**config.mk**
```make
export PLATFORM = sky130hd
export DESIGN_NAME = cache_responder_flat
export DESIGN_NICKNAME = d
export VERILOG_FILES = /design/src/rtl/cache_responder_pkg.sv /design/src/rtl/cache_responder_if.sv /design/src/rtl/cache_responder_line_array.sv /design/src/rtl/cache_responder.sv /design/src/flat_wrapper.sv
export SDC_FILE = /design/constraint.sdc
export NUM_CORES = 1
export LEC_CHECK = 0
export BUFFER_PORTS_ARGS = -buffer_cell sky130_fd_sc_hd__clkbuf_2
export CAP_MARGIN = 20
export CORE_MARGIN = 2
export CORE_UTILIZATION = 42
export DETAILED_ROUTE_END_ITERATION = 10
export PLACE_DENSITY_LB_ADDON = 0.3
export SYNTH_ARGS = -nofsm -noshare
export SYNTH_HDL_FRONTEND = slang
export SYNTH_SLANG_ARGS = --single-unit
```
**constraint.sdc**
```tcl
create_clock -name clk -period 5.6 [get_ports clk]
set_clock_uncertainty 0.2 [all_clocks]
set_input_delay 1.4 -clock clk [delete_from_list [all_inputs] [get_ports clk]]
set_output_delay 1.4 -clock clk [all_outputs]
set_load 0.02 [all_outputs]
```
**src/rtl/cache_responder_pkg.sv**
```systemverilog
// Shared types and default sizes for the per-core cache responder.
package cache_responder_pkg;
  localparam int CACHE_ADDR_W = 12;
  localparam int CACHE_DATA_W = 8;
  localparam int CACHE_LINES  = 16;

  typedef enum logic [1:0] {IDLE, WRITEBACK, FETCH, DONE} cache_state_t;
endpackage

```
**src/rtl/cache_responder_if.sv**
```systemverilog
// Core request/response bus plus the memory-arbiter port of one cache responder.
interface cache_responder_if #(
  parameter int ADDR_W = cache_responder_pkg::CACHE_ADDR_W,
  parameter int DATA_W = cache_responder_pkg::CACHE_DATA_W
);
  logic              valid_load;
  logic              valid_store;
  logic [ADDR_W-1:0] address;
  logic [DATA_W-1:0] wdata;
  logic              hit;
  logic              gnt;
  logic [DATA_W-1:0] rdata;
  logic              protocol_err;
  logic              mem_req;
  logic              mem_we;
  logic [ADDR_W-1:0] mem_addr;
  logic [DATA_W-1:0] mem_wdata;
  logic [DATA_W-1:0] mem_rdata;
  logic              mem_ack;

  // slave = the cache; master = the core/memory environment around it
  modport slave (
    input  valid_load, valid_store, address, wdata, mem_rdata, mem_ack,
    output hit, gnt, rdata, protocol_err, mem_req, mem_we, mem_addr, mem_wdata
  );
  modport master (
    output valid_load, valid_store, address, wdata, mem_rdata, mem_ack,
    input  hit, gnt, rdata, protocol_err, mem_req, mem_we, mem_addr, mem_wdata
  );
endinterface

```
**src/rtl/cache_responder_line_array.sv**
```systemverilog
// Line storage: valid/dirty/tag/data, combinational read by index, one write port.
module cache_line_array #(
  parameter int LINES   = 16,
  parameter int INDEX_W = 4,
  parameter int TAG_W   = 8,
  parameter int DATA_W  = 8
) (
  input  logic               clk,
  input  logic               rst,
  input  logic [INDEX_W-1:0] rd_index,
  output logic               rd_valid,
  output logic               rd_dirty,
  output logic [TAG_W-1:0]   rd_tag,
  output logic [DATA_W-1:0]  rd_data,
  input  logic               we,
  input  logic [INDEX_W-1:0] wr_index,
  input  logic [TAG_W-1:0]   wr_tag,
  input  logic [DATA_W-1:0]  wr_data,
  input  logic               wr_dirty
);
  logic [LINES-1:0]             valid_q;
  logic [LINES-1:0]             dirty_q;
  logic [LINES-1:0][TAG_W-1:0]  tag_q;
  logic [LINES-1:0][DATA_W-1:0] data_q;

  // Only valid/dirty are cleared; stale tag/data behind a clear bit is never used.
  always_ff @(posedge clk) begin
    if (rst) begin
      valid_q <= '0;
      dirty_q <= '0;
    end else if (we) begin
      valid_q[wr_index] <= 1'b1;
      dirty_q[wr_index] <= wr_dirty;
    end
  end

  always_ff @(posedge clk) begin
    if (we) begin
      tag_q[wr_index]  <= wr_tag;
      data_q[wr_index] <= wr_data;
    end
  end

  assign rd_valid = valid_q[rd_index];
  assign rd_dirty = dirty_q[rd_index];
  assign rd_tag   = tag_q[rd_index];
  assign rd_data  = data_q[rd_index];
endmodule

```
**src/rtl/cache_responder.sv**
```systemverilog
// Direct-mapped write-back/write-allocate cache of 1-byte lines between a core and memory.
module cache_responder
  import cache_responder_pkg::*;
#(
  parameter int ADDR_W = CACHE_ADDR_W,
  parameter int DATA_W = CACHE_DATA_W,
  parameter int LINES  = CACHE_LINES
) (
  input logic              clk,
  input logic              rst,
  cache_responder_if.slave bus
);
  localparam int INDEX_W = $clog2(LINES);
  localparam int TAG_W   = ADDR_W - INDEX_W;

  cache_state_t        state, state_nx;
  logic                lat_load;
  logic [ADDR_W-1:0]   lat_addr;
  logic [DATA_W-1:0]   lat_wdata;

  logic                req, idle, miss, store_hit;
  logic [INDEX_W-1:0]  req_index, lat_index, rd_index, wr_index;
  logic [TAG_W-1:0]    req_tag, lat_tag, rd_tag, wr_tag;
  logic [DATA_W-1:0]   rd_data, wr_data;
  logic                rd_valid, rd_dirty, we, wr_dirty;

  assign req       = bus.valid_load | bus.valid_store;
  assign idle      = (state == IDLE);
  assign req_index = bus.address[INDEX_W-1:0];
  assign req_tag   = bus.address[ADDR_W-1:INDEX_W];
  assign lat_index = lat_addr[INDEX_W-1:0];
  assign lat_tag   = lat_addr[ADDR_W-1:INDEX_W];
  // Outside IDLE the array is read at the latched line, so the victim is visible in WRITEBACK.
  assign rd_index  = idle ? req_index : lat_index;

  assign bus.hit   = idle & req & rd_valid & (rd_tag == req_tag);
  assign miss      = idle & req & ~bus.hit;
  // Load wins when both strobes arrive together, so the store half never writes.
  assign store_hit = bus.hit & bus.valid_store & ~bus.valid_load;

  cache_line_array #(
    .LINES(LINES), .INDEX_W(INDEX_W), .TAG_W(TAG_W), .DATA_W(DATA_W)
  ) u_lines (
    .clk(clk), .rst(rst),
    .rd_index(rd_index), .rd_valid(rd_valid), .rd_dirty(rd_dirty),
    .rd_tag(rd_tag), .rd_data(rd_data),
    .we(we), .wr_index(wr_index), .wr_tag(wr_tag), .wr_data(wr_data), .wr_dirty(wr_dirty)
  );

  always_ff @(posedge clk) begin
    if (rst) state <= IDLE;
    else     state <= state_nx;
  end

  always_comb begin
    state_nx = state;
    we       = 1'b0;
    wr_index = lat_index;
    wr_tag   = lat_tag;
    wr_data  = lat_wdata;
    wr_dirty = 1'b1;
    case (state)
      IDLE: begin
        if (store_hit) begin
          we       = 1'b1;
          wr_index = req_index;
          wr_tag   = req_tag;
          wr_data  = bus.wdata;
        end else if (miss) begin
          if (rd_valid && rd_dirty) state_nx = WRITEBACK;
          else                      state_nx = bus.valid_load ? FETCH : DONE;
        end
      end
      WRITEBACK: if (bus.mem_ack) state_nx = lat_load ? FETCH : DONE;
      FETCH: begin
        if (bus.mem_ack) begin
          state_nx = DONE;
          we       = 1'b1;
          wr_data  = bus.mem_rdata;
          wr_dirty = 1'b0;
        end
      end
      DONE: begin
        state_nx = IDLE;
        we       = ~lat_load;
      end
      default: state_nx = IDLE;
    endcase
  end

  // Memory port is a pure function of state and latched request, so it is stable while mem_req=1.
  assign bus.mem_req   = (state == WRITEBACK) | (state == FETCH);
  assign bus.mem_we    = (state == WRITEBACK);
  assign bus.mem_addr  = (state == WRITEBACK) ? {rd_tag, lat_index} :
                         (state == FETCH)     ? lat_addr : '0;
  assign bus.mem_wdata = (state == WRITEBACK) ? rd_data : '0;
  assign bus.gnt       = (state == DONE);

  always_ff @(posedge clk) begin
    if (rst) begin
      lat_load         <= 1'b0;
      lat_addr         <= '0;
      lat_wdata        <= '0;
      bus.rdata        <= '0;
      bus.protocol_err <= 1'b0;
    end else begin
      bus.protocol_err <= req & (~idle | (bus.valid_load & bus.valid_store));
      if (miss) begin
        lat_load  <= bus.valid_load;
        lat_addr  <= bus.address;
        lat_wdata <= bus.wdata;
      end
      if (bus.hit && bus.valid_load)          bus.rdata <= rd_data;
      else if (state == FETCH && bus.mem_ack) bus.rdata <= bus.mem_rdata;
    end
  end
endmodule

```
**src/flat_wrapper.sv**
```systemverilog
// flat-port wrapper written by rule: the top's interface ports become plain ports
module cache_responder_flat import cache_responder_pkg::*;
#(
  parameter int ADDR_W = CACHE_ADDR_W,
  parameter int DATA_W = CACHE_DATA_W,
  parameter int LINES  = CACHE_LINES
)
  (clk, rst, bus_valid_load, bus_valid_store, bus_address, bus_wdata, bus_mem_rdata, bus_mem_ack, bus_hit, bus_gnt, bus_rdata, bus_protocol_err, bus_mem_req, bus_mem_we, bus_mem_addr, bus_mem_wdata);
  cache_responder_if #(.ADDR_W(ADDR_W), .DATA_W(DATA_W)) bus_i ();
  input logic clk;
  input logic rst;
  input wire logic [$bits(bus_i.valid_load)-1:0] bus_valid_load;
  input wire logic [$bits(bus_i.valid_store)-1:0] bus_valid_store;
  input wire logic [$bits(bus_i.address)-1:0] bus_address;
  input wire logic [$bits(bus_i.wdata)-1:0] bus_wdata;
  input wire logic [$bits(bus_i.mem_rdata)-1:0] bus_mem_rdata;
  input wire logic [$bits(bus_i.mem_ack)-1:0] bus_mem_ack;
  output wire logic [$bits(bus_i.hit)-1:0] bus_hit;
  output wire logic [$bits(bus_i.gnt)-1:0] bus_gnt;
  output wire logic [$bits(bus_i.rdata)-1:0] bus_rdata;
  output wire logic [$bits(bus_i.protocol_err)-1:0] bus_protocol_err;
  output wire logic [$bits(bus_i.mem_req)-1:0] bus_mem_req;
  output wire logic [$bits(bus_i.mem_we)-1:0] bus_mem_we;
  output wire logic [$bits(bus_i.mem_addr)-1:0] bus_mem_addr;
  output wire logic [$bits(bus_i.mem_wdata)-1:0] bus_mem_wdata;
  assign bus_i.valid_load = bus_valid_load;
  assign bus_i.valid_store = bus_valid_store;
  assign bus_i.address = bus_address;
  assign bus_i.wdata = bus_wdata;
  assign bus_i.mem_rdata = bus_mem_rdata;
  assign bus_i.mem_ack = bus_mem_ack;
  assign bus_hit = bus_i.hit;
  assign bus_gnt = bus_i.gnt;
  assign bus_rdata = bus_i.rdata;
  assign bus_protocol_err = bus_i.protocol_err;
  assign bus_mem_req = bus_i.mem_req;
  assign bus_mem_we = bus_i.mem_we;
  assign bus_mem_addr = bus_i.mem_addr;
  assign bus_mem_wdata = bus_i.mem_wdata;
  cache_responder #(.ADDR_W(ADDR_W), .DATA_W(DATA_W), .LINES(LINES)) u_core (.clk(clk), .rst(rst), .bus(bus_i));
endmodule
```
# == Yosys cells after proc, flatten, opt, wreduce, memory -nomap -nowiden ==
# Cells that the tools add are included.
# totals
output_inout_bits,33
register_bits,320
elab_cells,115
in_bits,33
# op_classes
reduce_logical,7
n_eq_ne,8
order_cmp,3
n_bitwise,16
mux,41
# ops
cell,count
bitwise mux 128 bit,2
two-way mux 8 bit,10
binary-select mux 8 bit (select 4 bit),2
demux 8 bit (select 4 bit),1
two-way mux 12 bit,2
bitwise mux 16 bit,1
bitwise OR 16 bit,1
case mux 8 bit (2 select lines),1
two-way mux 4 bit,3
"< comparator 4 x 5 -> 1 bit, second input constant",2
two-way mux 2 bit,5
two-way mux 1 bit,9
bitwise AND 1 bit,8
binary-select mux 1 bit (select 4 bit),2
== test 8 bit,1
"!= test 2 bit, second input constant",4
case mux 2 bit (4 select lines),1
demux 1 bit (select 4 bit),1
"== test 2 bit, second input constant",2
"greater-or-equal comparator 4 x 1 -> 1 bit, second input constant",1
logical AND 1 bit,4
NOT 1 bit,4
AND reduction 4 bit,1
bitwise OR 1 bit,3
4 further kinds,4

# == Logic depth before layout (Yosys ltp) ==
# Gate-level depths: netlist of the first run.
# logic_depth
word_depth,15
ltp_mapped,15
mapped_depth_nobuf,11

# == By module ==
# A second synthesis of the first run with hierarchy kept.
# hier_totals
hier_cells,818
hier_area_um2,13347.8
# by_module_without_submodules
mod,area_each_um2,cells_each,n_inst,seq_area_each_um2
cache_line_array,11198.2,577,1,8328.0
cache_responder,2149.6,241,1,640.6

# == Least setup slack after synthesis of the first run ==
# No wires, ideal clock.
# synth_path
path_kind,input port to output port
start,input bus_address[0]
end,output bus_mem_wdata[6]
slack_ps,181
arrival_ps,3819
n_path_buf,4
path_stages,9
required_ps,4000
path_cell_list,mux2i_4 -> buf_6 -> buf_2 -> buf_2 -> buf_2 -> mux4_2 -> nand2_1 -> a31oi_1 -> and2_1
# synth_between
elab_chain_len,4
# synth_rtl
item,line_no,text
"start, declared",flat_wrapper.sv:14,input wire logic [$bits(bus_i.address)-1:0] bus_address;
two-way mux 4 bit,cache_responder.sv:34,assign rd_index = idle ? req_index : lat_index;
binary-select mux 8 bit (select 4 bit),cache_responder_line_array.sv:47,assign rd_data = data_q[rd_index];
two-way mux 8 bit (not written as such),cache_responder_line_array.sv:47,
two-way mux 8 bit,cache_responder.sv:96,assign bus.mem_wdata = (state == WRITEBACK) ? rd_data : '0;
"end, declared",flat_wrapper.sv:25,output wire logic [$bits(bus_i.mem_wdata)-1:0] bus_mem_wdata;
# No other way between the ends. The select of a mux whose other input is x is not followed.

# == Final worst setup path of the first run ==
# layout_path
start,register u_core.state[1]
end,output bus_hit
# layout_between
elab_chain_len,6
word_cells_on_any_way,10
cone_classes,eq/ne (1); mux (5); bitwise (3); reduce/logical (1)
# layout_rtl
item,line_no,text
"start, declared",cache_responder.sv:16,"cache_state_t state, state_nx;"
"start signal, assigned",cache_responder.sv:52,else state <= state_nx;
zero test 2 bit (*),cache_responder.sv:28,assign idle = (state == IDLE);
two-way mux 4 bit,cache_responder.sv:34,
binary-select mux 8 bit (select 4 bit) / binary-select mux 1 bit (select 4 bit) (equally long branches),"cache_responder_line_array.sv:46, cache_responder_line_array.sv:44",
two-way mux 8 bit (not written as such) / two-way mux 1 bit (equally long branches),"cache_responder_line_array.sv:46, cache_responder_line_array.sv:44",
== test 8 bit / bitwise AND 1 bit (equally long branches),cache_responder.sv:36,assign bus.hit = idle & req & rd_valid & (rd_tag == req_tag);
bitwise AND 1 bit (*),cache_responder.sv:36,
"end, declared",flat_wrapper.sv:18,output wire logic [$bits(bus_i.hit)-1:0] bus_hit;
# Every way passes the cells marked *; elsewhere a longest branch is shown, timed or not. The select of a mux whose other input is x is not followed.

==> flow_summary.toml, run 1 <==
[timing]
rsz0062_at_grt = "false"
tns_ns = 0
final_max_slew_viol_count = 0
fin_crit_sh_pct = 97.3
worst_pin_slew_ns = 1.05
min_period_ns = 5.45
clock.fmax_mhz = 184
max-slew-margin-rel_pct = 29.3
setup_violations = 0
hold_viol_final = 0

[logic_synthesis]
syn_nets = 982
yosysSeqAreaShare_pct = 64.9
synth_compound_gate_area_share_pct = 3.75
muxShareOfSynthArea_pct = 17.7
synth-seq-cells = 320
ys.flop_type = "edfxtp_1"
synth_adder_area_share_pct = 0.453
synth_area_mm2 = 0.0138
synthCells = 944
yosysWarnings = 0
synthXorXnorAreaFrac_pct = 0.561
synth_top_family_by_area = "multiplexers"
ys_types = 55
synth_edf_count = 256
synthSimpleGateAreaFrac_pct = 9.85
avgSynthCellArea_um2 = 14.6
ys_async_sr_fraction_pct = 0

[cells_and_area]
area_delta_synth_final_pct = 18.2
diodes = 0
n_fill_cell = 2757
drive_above_1_share_pct = 25.4
final_nets = 1110
regArea_mm2 = 0.00897
multiInputGateArea_mm2 = 0.00452

[detailed_routing]
post_drt_wl_per_cell_um = 23.2
drt-total-wl_mm = 35.8
drt_pass1_iterations = 7
drc_errors = 0
vias = 8454
drtAntennaViolNets = 0
via_per_inst = 5.50
drtIter0Drc = 910

[clock_network]
path_clk_slew_ns = 0.06
holdBufCountCts = 0
h-tree-depth = 2
postCtsSetupBuffers = 0
clock_latency_ns = 0.51
cts-root-buf = "clkbuf_16"
cts_tree = "yes"
clkSinkCount = 320
numCtsBuffers = 34
clockBufferDepth = 3

[place]
dpl.hpwl_mm = 22.8
gp_congestion = 0.860
io_buffer_count = 65

[hold_path]
hp-class = "reg -> reg"
whs_path_depth = 2

[floorplan]
initial_core_util_pct = 42.6
die_area_mm2 = 0.0344
num_io_pins = 66
rows = 66
fp.coreArea_mm2 = 0.0325
die_x_um = 185
die_y_um = 185

[power_and_ir_drop]
total_power_mw = 7.64
p_leak_nw = 6.00
power_density_mw_per_mm2 = 468
switching_power_mw = 2.47
seqPwrFrac_pct = 38.1
peakVddDrop_mv = 0.186
comb_power_share_pct = 32.6
power_frac_clock_pct = 29.3
sw_frac_of_total_pct = 32.3
p_int_mw = 5.17

[grt]
antenna_found_initial = 1
grt_pass1_vias = 8244
grt_overflow = 0
grt_max_degree = 67
grtUsageTotal_pct = 21.0
grt_first_pass_wirelength_mm = 52.4

[critical_path]
critical_path_arrival_ns = 3.85
worstSetupPathType = "reg -> out"
crit_path_start_kind = "flip-flop"
critPathRequiredTime_ns = 4.00
critPathMaxFanout = 31
cp-end-kind = "output pin"
reg2regPathDepth = 16

[flow_run]
max_cap_violations = 0

[outcome]
status = "finished clean"
power by group through the flow:
stage               registers (mW)  logic (mW)  clock network, mW
floorplan                     2.94        1.66                  0
global placement              2.96        2.43                  0
detailed placement            2.96        2.45                  0
CTS                           2.91        2.46               2.28
global route                  2.92        2.68               2.36
finish                        2.91        2.49               2.24
metal layers:
layer  vias to the layer above  wire (µm)  GRT usage (%)
li1                       3808          -              -
met1                      4252      15500           29.6
met2                       329      16800           33.7
met3                        63       2510           3.26
met4                         2        872           6.22
met5                         -         16              0
registers in the layout, summed over array words and instances, names as in the netlist:
register and flops:
u_core.bus.protocol_err 1, u_core.u_lines.valid_q 16, u_core.lat_load 1, u_core.bus.rdata 8, u_core.u_lines.tag_q 128, u_core.u_lines.dirty_q 16, u_core.lat_addr 12, u_core.lat_wdata 8
u_core.u_lines.data_q 128, u_core.state 2
final timing paths:
check	from	endpoint	slack, ns
setup / recovery	u_core.state[1]$_SDFFE_PP0P_	bus_hit	0.15
hold / removal	u_core.u_lines.valid_q[8]$_SDFFE_PP0P_	u_core.u_lines.valid_q[8]$_SDFFE_PP0P_	0.25
setup reg to reg	u_core.state[1]$_SDFFE_PP0P_	u_core.u_lines.data_q[86]$_DFFE_PP_	0.71
hold reg to reg	u_core.u_lines.valid_q[8]$_SDFFE_PP0P_	u_core.u_lines.valid_q[8]$_SDFFE_PP0P_	0.25
synthesized netlist by cell type, drive strengths merged, types with 15 or more instances:
library cell	number	area (µm²)
mux2i	87	887
nand2b	23	144
buf	19	134
mux4	64	1440
edfxtp	256	7690
inv	36	135
o21ai	18	90.1
nor3	15	75.1
clkbuf	32	120
dfxtp	64	1280
nand2	126	473
nor2	58	218
a21oi	18	90.1
layout by cell type (no fill, tap or decap), types with 4 or more instances in the layout:
master     instances
nor3b_1            4
nor4_1             4
ha_1               4
buf_4             64
o21ai_1            5
or3_1              4
clkbuf_2          65
dfxtp_1           64
o21ai_0           13
a32o_1             4
clkbuf_16         35
buf_12            12
mux4_2            64
nor2b_1            6
edfxtp_1         256
clkbuf_1          11
a31oi_1            8
o211ai_1           4
a22oi_1            5
nor2_1            58
and2_1             9
mux2i_1           84
clkbuf_8           4
inv_1             35
a21oi_1           18
nand2_1          126
nand4_1            4
nand3_1           12
nor3_1            15
nand2b_1          23
mux2_2            10
a21o_1             8
and3_1             9
cell families (layout without fill, tap and decap cells):
| family | count (synthesis) | count (layout) |
|---|---|---|
| adders and majority gates | 5 | 5 |
| xor gates and xnor gates | 8 | 8 |
| and+or+nand+nor | 284 | 284 |
| buffers and inverters | 87 | 238 |
| DFF | 320 | 320 |
| muxes | 161 | 162 |
| AOI/OAI and AO/OA | 79 | 79 |
cell type report:
class,count,area share (%)
clock buffers,50,5.95
well taps,442,3.39
multi-input cells,538,27.6
flip-flops and latches,320,54.9
clock inverters,10,0.820
inverters,36,0.827
repair buffers,142,6.47
worst max-delay path: stages (launching register included):
cell      delay (ns)
dfxtp_1         0.33
inv_1           0.13
ha_2            0.29
buf_4           0.30
mux2i_4         0.31
buf_12          0.24
mux4_2          0.33
nand2_1         0.09
nand4_1         0.22
xnor2_2         0.31
nand4b_4        0.17
nor3_1          0.24
buf_4           0.18
clkbuf_2        0.17
stage by stage:
stage | cells | util, % | hold WS [ns] | instance area [µm²] | worst slack (ns)
floorplan | 944 | - | 0.222 | 13800 | 0.181
global placement | 1476 | 46.8 | 0.231 | 15200 | 0.209
detailed placement | 1476 | 46.8 | 0.237 | 15200 | 0.179
CTS | 1536 | 50.2 | 0.247 | 16300 | 0.0324
global route | 1538 | 50.3 | 0.265 | 16300 | 0.00673
finish | 1538 | 50.3 | 0.246 | 16300 | 0.153
what timing repair did:
item                       CTS  global route
hold endpoints to repair     0             0
resized for setup            0             5
setup endpoints to repair    0             1
Note: power is estimated with default switching activity, not from simulation.
==> inputs of run 2 (changes only) <==
--- a/config.mk
+++ b/config.mk
@@ -8,7 +8,7 @@
 export BUFFER_PORTS_ARGS = -buffer_cell sky130_fd_sc_hd__clkbuf_2
 export CAP_MARGIN = 20
 export CORE_MARGIN = 2
-export CORE_UTILIZATION = 42
+export CORE_UTILIZATION = 60
 export DETAILED_ROUTE_END_ITERATION = 10
 export PLACE_DENSITY_LB_ADDON = 0.3
 export SYNTH_ARGS = -nofsm -noshare
==> flow_summary.toml, run 2 (synthesized netlist as in run 1, its figures left out) <==
[grt]
grtUsageTotal_pct = 28.6
antenna_found_initial = 1
grt_first_pass_wirelength_mm = 51.0
grt_max_degree = 67
grt_overflow = 0
grt_pass1_vias = 8571

[clock_network]
clockBufferDepth = 3
h-tree-depth = 1
cts_tree = "yes"
holdBufCountCts = 0
clock_latency_ns = 0.57
numCtsBuffers = 31
cts-root-buf = "clkbuf_16"
path_clk_slew_ns = 0.06
clkSinkCount = 320

[cells_and_area]
area_delta_synth_final_pct = 16.4
final_nets = 1105
drive_above_1_share_pct = 25.8
final_core_util_pct = 71.1
final_cell_mix = "256 x edfxtp_1, 126 x nand2_1, 84 x mux2i_1"
n_fill_cell = 1420
layout_commonest_cell = "edfxtp_1"
top_regs = "u_core.u_lines.data_q (128), u_core.u_lines.tag_q (128)"

[power_and_ir_drop]
p_leak_nw = 5.99
peakVddDrop_mv = 0.226
power_density_mw_per_mm2 = 479

[critical_path]
crit_slowest_cell = "mux4_2"
critical_path_arrival_ns = 3.92
crit_top_cell = "clkbuf_2"
crit_path_start_kind = "primary input"
crit_chain = "clkbuf_2 > mux2i_4 > buf_12 > mux4_2 > nand2_1 > nand4_1 > xnor2_2 > nand4_2 > nor3_2 > buf_4 > clkbuf_2"
critPathRequiredTime_ns = 4.00
worstSetupPathType = "in -> out"
ff2ff_setup_slack_ns = 0.63
cp-end-kind = "output pin"
crit_path_max_incr_delay_ns = 0.34
critPathMaxFanout = 35

[detailed_routing]
drt_pass1_iterations = 5
drc_errors = 0
drtIter0Drc = 1034
via_per_inst = 6.37
post_drt_wl_per_cell_um = 25.2
drtAntennaViolNets = 0
drt-total-wl_mm = 34.7
vias = 8783

[floorplan]
num_io_pins = 66
fp.coreArea_mm2 = 0.0226
initial_core_util_pct = 61.1
rows = 55
die_x_um = 156
die_y_um = 156
die_area_mm2 = 0.0243

[place]
gp_congestion = 0.870
dpl.hpwl_mm = 21.6
io_buffer_count = 65

[timing]
final_max_slew_viol_count = 0
min_period_ns = 5.52
tns_ns = 0
setup_violations = 0
clock.fmax_mhz = 181
rsz0062_at_grt = "false"
max-slew-margin-rel_pct = 24.4
hold_viol_final = 0
fin_crit_sh_pct = 98.5
worst_pin_slew_ns = 1.12

[flow_run]
max_cap_violations = 0

[outcome]
status = "finished clean"

[hold_path]
hp-class = "reg -> reg"
-- run 2: stage by stage --
stage	setup WS [ns]	area, µm²	hold slack (ns)	instances	power (mW)
floorplan	0.181	13800	0.222	944	4.60
global placement	0.0417	14800	0.230	1309	5.32
detailed placement	-0.0355	14800	0.236	1309	5.37
CTS	0.0400	15900	0.246	1367	7.56
global route	0.000959	16100	0.265	1377	7.96
finish	0.0814	16100	0.245	1378	7.70
-- run 2: worst paths after layout --
path | start | cells after the start | to
max | bus_address[1] | 11 | bus_hit
min | u_core.u_lines.valid_q[14]$_SDFFE_PP0P_ | 2 | u_core.u_lines.valid_q[14]$_SDFFE_PP0P_
max reg2reg | u_core.lat_addr[2]$_SDFFE_PP0P_ | 13 | u_core.u_lines.tag_q[105]$_DFFE_PP_
min reg2reg | u_core.u_lines.valid_q[14]$_SDFFE_PP0P_ | 2 | u_core.u_lines.valid_q[14]$_SDFFE_PP0P_
-- run 2: power breakdown --
part	leakage [nW]	total [mW]	internal (mW)	switching [mW]
registers	2.87	2.91	2.85	0.0655
logic	2.60	2.60	1.05	1.55
clock network	0.518	2.19	1.29	0.896
total	5.99	7.70	5.19	2.51
-- run 2: area by class of cell --
class	instances	area (µm²)	area share, %
flip-flops and latches	320	8970	55.7
well taps	285	357	2.22
clock buffers	40	840	5.22
diodes	1	2.50	0.0156
inverters	36	135	0.840
clock inverters	18	239	1.49
repair buffers	141	996	6.19
multi-input cells	537	4550	28.3
-- run 2: repair_timing --
action                     4_1_cts  5_1_grt
gates cloned                     0        1
setup endpoints to repair        1        1
pin swaps                        0        1
setup buffers                    0        4
gates resized for setup          3        7
-- run 2: metal layers --
metal / track usage, % / share of wire (%) / vias up
li1: - / - / 3800
met1: 40.6 / 40 / 4375
met2: 45.4 / 47 / 514
met3: 4.69 / 9.3 / 94
met4: 10.2 / 3.7 / 0
met5: 0 / 0 / -
-- run 2: critical path: cells and delay by family --
kind	cells	cell delay (ns)
xor+xnor	1	0.26
buf+inv	4	0.79
mux	2	0.65
simple gates	4	0.80
